$ cat src/rtl/edge_dect_multi.sv
// edge_dect_multi
//   Multi-channel edge detector. Each asynchronous input is synchronised,
//   then debounced by a per-channel stability counter. A change in level is
//   accepted only after the synchronised input has stayed different from the
//   filtered level for FILT_LEN consecutive cycles. Accepted changes produce
//   one-cycle rise/fall pulses. The per-channel edge_mode selects which
//   pulses count as events. Events set sticky status flags and are added to
//   a saturating event counter.
//
// Ports
//   clk        : rising-edge clock for all logic
//   rst        : asynchronous reset, active low
//   d_in       : [WIDTH] raw asynchronous channel inputs
//   edge_mode  : [2*WIDTH] per channel {fall_en, rise_en}; 00 off, 01 rise, 10 fall, 11 both
//   irq_mask   : [WIDTH] 1 masks a channel from irq (the status flag is kept)
//   irq_clr    : [WIDTH] write-1-to-clear of irq_status
//   cnt_clr    : synchronous clear of evt_cnt
//   q          : [WIDTH] filtered, registered level
//   rise_edge  : [WIDTH] one-cycle pulse on filtered 0->1
//   fall_edge  : [WIDTH] one-cycle pulse on filtered 1->0
//   irq_status : [WIDTH] sticky per-channel event flags
//   irq        : OR of unmasked status flags (combinational)
//   evt_cnt    : [CNT_W] saturating count of enabled events
module edge_dect_multi #(
  parameter int WIDTH       = 4,
  parameter int SYNC_STAGES = 2,
  parameter int FILT_LEN    = 3,
  parameter int CNT_W       = 8
) (
  input  logic                 clk,
  input  logic                 rst,
  input  logic [WIDTH-1:0]     d_in,
  input  logic [2*WIDTH-1:0]   edge_mode,
  input  logic [WIDTH-1:0]     irq_mask,
  input  logic [WIDTH-1:0]     irq_clr,
  input  logic                 cnt_clr,
  output logic [WIDTH-1:0]     q,
  output logic [WIDTH-1:0]     rise_edge,
  output logic [WIDTH-1:0]     fall_edge,
  output logic [WIDTH-1:0]     irq_status,
  output logic                 irq,
  output logic [CNT_W-1:0]     evt_cnt
);

  // Terminal count of the stability counter: the FILT_LEN-th consecutive
  // differing cycle is the one that commits the new level.
  localparam logic [7:0] FILT_TC = 8'(FILT_LEN - 1);

  // Sum is kept wide enough that evt_cnt plus a full popcount (<= 32)
  // can never overflow before the saturation compare.
  localparam int SUM_W = CNT_W + 7;
  localparam logic [SUM_W-1:0] CNT_MAX = {7'b0, {CNT_W{1'b1}}};

  logic [SYNC_STAGES-1:0] sync_r   [WIDTH];
  logic [7:0]             stab_cnt [WIDTH];
  logic [WIDTH-1:0]       s;
  logic [WIDTH-1:0]       evt;
  logic [5:0]             evt_pop;
  logic [SUM_W-1:0]       cnt_sum;
  logic [CNT_W-1:0]       evt_cnt_nxt;

  always_comb begin
    s = '0;
    for (int i = 0; i < WIDTH; i++) begin
      s[i] = sync_r[i][SYNC_STAGES-1];
    end
  end

  // Synchroniser chains: bit 0 takes d_in, the top bit is the synchronised level.
  always_ff @(posedge clk or negedge rst) begin
    if (!rst) begin
      for (int i = 0; i < WIDTH; i++) begin
        sync_r[i] <= '0;
      end
    end else begin
      for (int i = 0; i < WIDTH; i++) begin
        sync_r[i] <= {sync_r[i][SYNC_STAGES-2:0], d_in[i]};
      end
    end
  end

  // Glitch filter. Any cycle where s matches q restarts the count, so a
  // pulse shorter than FILT_LEN cycles never reaches q.
  always_ff @(posedge clk or negedge rst) begin
    if (!rst) begin
      q         <= '0;
      rise_edge <= '0;
      fall_edge <= '0;
      for (int i = 0; i < WIDTH; i++) begin
        stab_cnt[i] <= '0;
      end
    end else begin
      for (int i = 0; i < WIDTH; i++) begin
        rise_edge[i] <= 1'b0;
        fall_edge[i] <= 1'b0;
        if (s[i] == q[i]) begin
          stab_cnt[i] <= '0;
        end else if (stab_cnt[i] == FILT_TC) begin
          q[i]         <= s[i];
          stab_cnt[i]  <= '0;
          rise_edge[i] <= s[i];
          fall_edge[i] <= ~s[i];
        end else begin
          stab_cnt[i]  <= stab_cnt[i] + 8'd1;
        end
      end
    end
  end

  // Event qualification uses the current edge_mode, so a mode change
  // applies to pulses in the same cycle and never to past ones.
  always_comb begin
    evt     = '0;
    evt_pop = '0;
    for (int i = 0; i < WIDTH; i++) begin
      evt[i]  = (rise_edge[i] & edge_mode[2*i]) | (fall_edge[i] & edge_mode[2*i+1]);
      evt_pop = evt_pop + {5'b0, evt[i]};
    end
  end

  // A clear in the same cycle as events restarts the count from those events.
  always_comb begin
    cnt_sum = (cnt_clr ? '0 : {7'b0, evt_cnt}) + {{(CNT_W+1){1'b0}}, evt_pop};
    if (cnt_sum > CNT_MAX) begin
      evt_cnt_nxt = '1;
    end else begin
      evt_cnt_nxt = cnt_sum[CNT_W-1:0];
    end
  end

  // Status: set has priority over a simultaneous write-1-to-clear.
  always_ff @(posedge clk or negedge rst) begin
    if (!rst) begin
      irq_status <= '0;
      evt_cnt    <= '0;
    end else begin
      irq_status <= (irq_status & ~irq_clr) | evt;
      evt_cnt    <= evt_cnt_nxt;
    end
  end

  assign irq = |(irq_status & ~irq_mask);

endmodule

$ cat config.mk
export PLATFORM = sky130hd
export DESIGN_NAME = edge_dect_multi
export DESIGN_NICKNAME = d
export VERILOG_FILES = /design/src/rtl/edge_dect_multi.sv
export SDC_FILE = /design/constraint.sdc
export NUM_CORES = 1
export LEC_CHECK = 0
export ABC_AREA = 1
export ABC_CLOCK_PERIOD_IN_PS = 4100
export BUFFER_PORTS_ARGS = -buffer_cell sky130_fd_sc_hd__buf_2
export CAP_MARGIN = 10
export CORE_ASPECT_RATIO = 0.8
export CORE_UTILIZATION = 39
export DETAILED_ROUTE_END_ITERATION = 8
export GPL_ROUTABILITY_DRIVEN = 0
export PLACE_DENSITY = 0.6
export SLEW_MARGIN = 10
export SYNTH_ARGS = -nofsm -noshare
export SYNTH_HDL_FRONTEND = slang
export SYNTH_SLANG_ARGS = --single-unit
$ cat constraint.sdc
create_clock -name clk -period 4.1 [get_ports clk]
set_clock_uncertainty 0.05 [all_clocks]
set_input_delay 0.205 -clock clk [delete_from_list [all_inputs] [get_ports clk]]
set_output_delay 0.205 -clock clk [all_outputs]
set_load 0.05 [all_outputs]
# Word level (Yosys, flattened, before mapping)

Cells that the tools add are included.

Add/subtract/negate cells: 8
$lt $le $gt $ge: 1
Eq/ne operators: 8
Muxes and demuxes: 26
Bitwise gates (word level): 25
Reduce and logical (&&, ||, !) cells: 5

Operators with widths:

| kind                                                           | count |
|---|---|
| two-way mux 8 bit                                              | 10 |
| adder 8 x 1 -> 8 bit (second input constant)                   | 4 |
| == test 8 x 2 -> 1 bit (second input constant)                 | 4 |
| two-way mux 1 bit                                              | 16 |
| adder 8 x 4 -> 9 bit                                           | 1 |
| greater-than comparator 9 x 8 -> 1 bit (second input constant) | 1 |
| AND 1 bit                                                      | 8 |
| AND 4 bit                                                      | 2 |
| NOT 1 bit                                                      | 8 |
| NOT 4 bit                                                      | 2 |
| AND reduction 2 bit                                            | 4 |
| adder 3 x 1 -> 4 bit                                           | 1 |
| == test 1 bit                                                  | 4 |
| bitwise OR 1 bit                                               | 4 |
| bitwise OR 4 bit                                               | 1 |
| OR reduction 4 bit                                             | 1 |
| adder 2 x 1 -> 3 bit                                           | 1 |
| adder 1 x 1 -> 2 bit                                           | 1 |

Bits in registers: 64
Bits of input ports: 23
Output and inout bits: 25

# Logic depth before layout (Yosys ltp)

Depth in word-level cells: 8
Gate-level depth with buffers: 10
Depth with buffers taken out: 10

# Worst setup path after synthesis

OpenSTA, ideal clock, no wires.

Path type: reg2reg
Start point: register rise_edge[0]
End point: register evt_cnt[4]
Library setup time: 0.122 ns
Arrival: 2.548 ns
Data required time: 3.928 ns
Path slack: 1.381 ns
Cell stages (with the launch flop): 11
Path buffers: 0
Path through: dfrtp_1 > a22o_1 > fa_1 > inv_1 > fa_1 > inv_1 > fa_1 > inv_1 > nor2_2 > xor2_1 > nand2_1

Word-level cells in the longest chain between the ends: 8

RTL lines:

| what                                   | RTL line | text |
|---|---|---|
| from (decl)                            | 38       | `output logic [WIDTH-1:0] rise_edge,` |
| from (signal, indexed assignment)      | 101      | `rise_edge[i] <= s[i];` |
| AND 1 bit *                            | 116      | `evt[i] = (rise_edge[i] & edge_mode[2*i]) \| (fall_edge[i] & edge_mode[2*i+1]);` |
| bitwise OR 1 bit *                     | 116      |  |
| adder 1 x 1 -> 2 bit *                 | 117      | `evt_pop = evt_pop + {5'b0, evt[i]};` |
| adder 2 x 1 -> 3 bit *                 | 117      |  |
| adder 3 x 1 -> 4 bit *                 | 117      |  |
| adder 8 x 4 -> 9 bit *                 | 123      | `cnt_sum = (cnt_clr ? '0 : {7'b0, evt_cnt}) + {{(CNT_W+1){1'b0}}, evt_pop};` |
| greater-than comparator 9 x 8 -> 1 bit | 124      | `if (cnt_sum > CNT_MAX) begin` |
| two-way mux 8 bit *                    | 124      |  |
| named net evt_cnt_nxt[4]               | 60       | `logic [CNT_W-1:0] evt_cnt_nxt;` |
| to (signal assigned)                   | 138      | `evt_cnt <= evt_cnt_nxt;` |
| to (decl)                              | 42       | `output logic [CNT_W-1:0] evt_cnt` |

Mark *: on every way through the listed nets, which the timed path passes. The rest lies on a longest branch.
A chain may end at the register's enable or synchronous reset.

# Worst setup path after layout

Ends and elaborated chain as after synthesis.

==> summary.md <==
| Metric | Value |
|---|---|
| Final HPWL DP | `4.36 mm` |
| CP max stage delay | `0.54 ns` |
| Final Slew Violations | `0` |
| Gate Count Post-Synth | `362` |
| Initial Util | `0.410` |
| Status | `completed` |
| Root Driver | `clkbuf_8` |
| Clock sink count | `64` |
| N_diodes | `0` |
| Syn_area_per_cell | `8.48 µm²` |
| Most frequent cells in the layout | `89 x nand2_1, 64 x dfrtp_1, 57 x inv_1` |
| DR vias/cell | `4.54` |
| Multi-input logic area | `1250 µm²` |
| Die area | `8230 µm²` |
| Largest net degree at the start of global routing | `35` |
| CTS H-Tree Depth | `3` |
| Peak VDD IR | `0.000234 V` |
| Final worst-path cycle share | `0.631` |
| Post-CTS sizing | `0` |
| Top post-synthesis cells by area | `dfrtp_1 52%, nand2_1 11%, inv_1 7.0%` |
| Worst-margin pin slew | `0.691 ns` |
| CP endpoint kind | `register` |
| Worst skew pair latency | `0.33 ns` |
| Core Util, Final | `0.498` |
| Clock Power Share | `0.299` |
| Commonest non-fill, non-tap cell in the layout | `nand2_1` |
| Core Rows | `28` |
| Cell family with most CP delay | `adder cells` |
| Pwr/cell area | `486 nW/µm²` |
| CTS tree | `yes` |
| # port buffers | `47` |
| Synthesis-stage register bit count | `64` |
| Io pins | `48` |
| Pre-CTS WS | `1.50 ns` |
| Clk slew on worst S/H paths | `0.07 ns` |
| Critical Path RT | `4.27 ns` |
| Total power draw | `1.82 mW` |
| P_int | `1.17 mW` |
| Routed WL | `5.87 mm` |
| Area Growth Syn to Fin | `21.6%` |
| Horiz. Die Dim | `101 µm` |
| Residual DRC | `0` |
| Synth warn | `0` |
| Synth area leader | `dfrtp_1` |
| Clock Path Buffers | `2` |
| Setup tns final | `0 ns` |
| Final min period | `2.59 ns` |
| Post-synth top area share | `0.522` |
| Via Count | `2454` |
| Vias in the first global route | `2197` |
| Leak | `1.97 nW` |
| Initial DRC count | `108` |
| Sw Ratio | `0.357` |
| Fmax | `0.387 GHz` |
| WL/cell | `10.9 µm` |
| Startpoint types | `register` |
| Max FO, Critical Path | `4` |
| Grt ovf | `0` |
| Sequential Area | `1600 µm²` |
| NetSw | `0.648 mW` |
| Gr usage total | `0.159` |
| Post-synthesis sequential area ratio | `0.522` |
| Max-cap violations | `0` |
| Nets | `465` |
| Post-Syn Area | `3070 µm²` |
| CP Cell Sequence | `a22o_1 > fa_1 > inv_1 > fa_1 > inv_1 > fa_1 > inv_1 > nor2_2 > xor2_1 > nand2_1` |
| CTS buffer count | `9` |
| Number of antenna violations at the first check in global routing | `0` |
| Final Worst Setup Slack | `1.51 ns` |
| Final Hold Vio Count | `0` |
| Final ANT Viol Nets | `0` |
| Library cells used by synthesis | `22` |
| Die Ht | `81.4 µm` |
| Crit path buffers/inverters | `3` |
| RSZ-0062 raised after global routing | `false` |
| Slowest CP cell | `fa_1` |
| Critical Path AT | `2.76 ns` |
| Slew HR | `0.540` |
| Layout cells sized above 1 | `0.170` |
| Core box area | `7500 µm²` |
| Drt pass-1 iters | `5` |
| First-pass GRT wire length | `9.84 mm` |
| Final setup fails | `0` |
| Tightest Hold Check Type | `in2reg` |
| Sequential Power Share | `0.436` |
| Fillers | `736` |
| Critical setup path kind | `reg2reg` |
| Logic gate share of total power | `0.265` |
| Syn Nets | `397` |
==> sequential cells by signal, summed over array words and instances (netlist names) <==
signal and cells:
stab_cnt 32, sync_r 4, fall_edge 4, rise_edge 4
q 4, s 4, irq_status 4, evt_cnt 8
==> power by group through the flow <==
stage	Clock [mW]	Sequential [mW]	Combinational (mW)
floorplan	0	0.926	0.228
global placement	0	0.800	0.480
finish	0.543	0.791	0.482
global route	0.589	0.804	0.543
CTS	0.561	0.792	0.490
detailed placement	0	0.804	0.482
==> tightest hold or removal path, cell delays in order <==
cell     delay, ns
buf_2         0.12
nor2_1        0.05
o21ai_0       0.06
nand3_1       0.06
==> cell families (layout without fill, tap and decap cells) <==
logic type / Yosys count / in the layout / synth area share
and+or+nand+nor: 198 / 198 / 0.284
DFF: 64 / 64 / 0.522
buffers and inverters: 58 / 131 / 0.0709
AOI/OAI and AO/OA: 24 / 24 / 0.0501
adders and majority gates: 12 / 12 / 0.0562
xor gates and xnor gates: 6 / 6 / 0.0171
==> final cells by class <==
| cell class | count | area share |
|---|---|---|
| flip-flops and latches | 64 | 0.429 |
| inverters | 58 | 0.0583 |
| well taps | 105 | 0.0352 |
| clock buffers | 13 | 0.0426 |
| clock inverters | 3 | 0.0107 |
| multi-input cells | 240 | 0.335 |
| repair buffers | 57 | 0.0891 |
==> final timing paths <==
check	start	end	slack [ns]	cells after the start
min reg2reg	sync_r[0]$_DFF_PN0_	s[3]$_DFF_PN0_	0.30	0
min in group asynchronous	rst	sync_r[6]$_DFF_PN0_	0.41	2
min	cnt_clr	evt_cnt[5]$_DFF_PN0_	0.16	4
max in group asynchronous	rst	s[2]$_DFF_PN0_	2.69	3
max	rise_edge[0]$_DFF_PN0_	evt_cnt[4]$_DFF_PN0_	1.51	10
max reg2reg	rise_edge[0]$_DFF_PN0_	evt_cnt[4]$_DFF_PN0_	1.51	10
==> layer usage <==
metal / routed length, µm / GRT usage / vias to the layer above
met5: 0 / 0 / -
met4: 49 / 0.0536 / 0
met3: 288 / 0.0534 / 4
met2: 2570 / 0.237 / 54
met1: 2970 / 0.218 / 1125
li1: - / - / 1271
==> repair_timing <==
action	CTS	global route
setup buffers	0	0
hold buffers	9	0
hold endpoints to repair	38	0
==> synth_stat cells <==
cell / number
o21bai_1: 7
nor3b_1: 4
nor3_1: 9
inv_2: 1
nand2_1: 89
xor2_1: 1
or2_1: 4
nand2_2: 1
xnor2_1: 5
nand3_1: 22
nor2_2: 6
fa_1: 3
o21ai_0: 11
a22o_1: 4
inv_1: 57
o22ai_1: 1
nand4_1: 9
ha_1: 9
nand3_2: 4
a21oi_1: 1
nor2_1: 50
dfrtp_1: 64
==> per-stage QoR <==
step | instances | area, µm² | hold WS (ns)
after detailed placement | 515 | 3440 | 0.246
after global placement | 515 | 3440 | 0.241
final | 540 | 3730 | 0.156
after floorplan | 362 | 3070 | -0.141
after CTS | 540 | 3730 | 0.136
after global routing | 540 | 3730 | 0.184
Power figures use the tool's default switching activity.
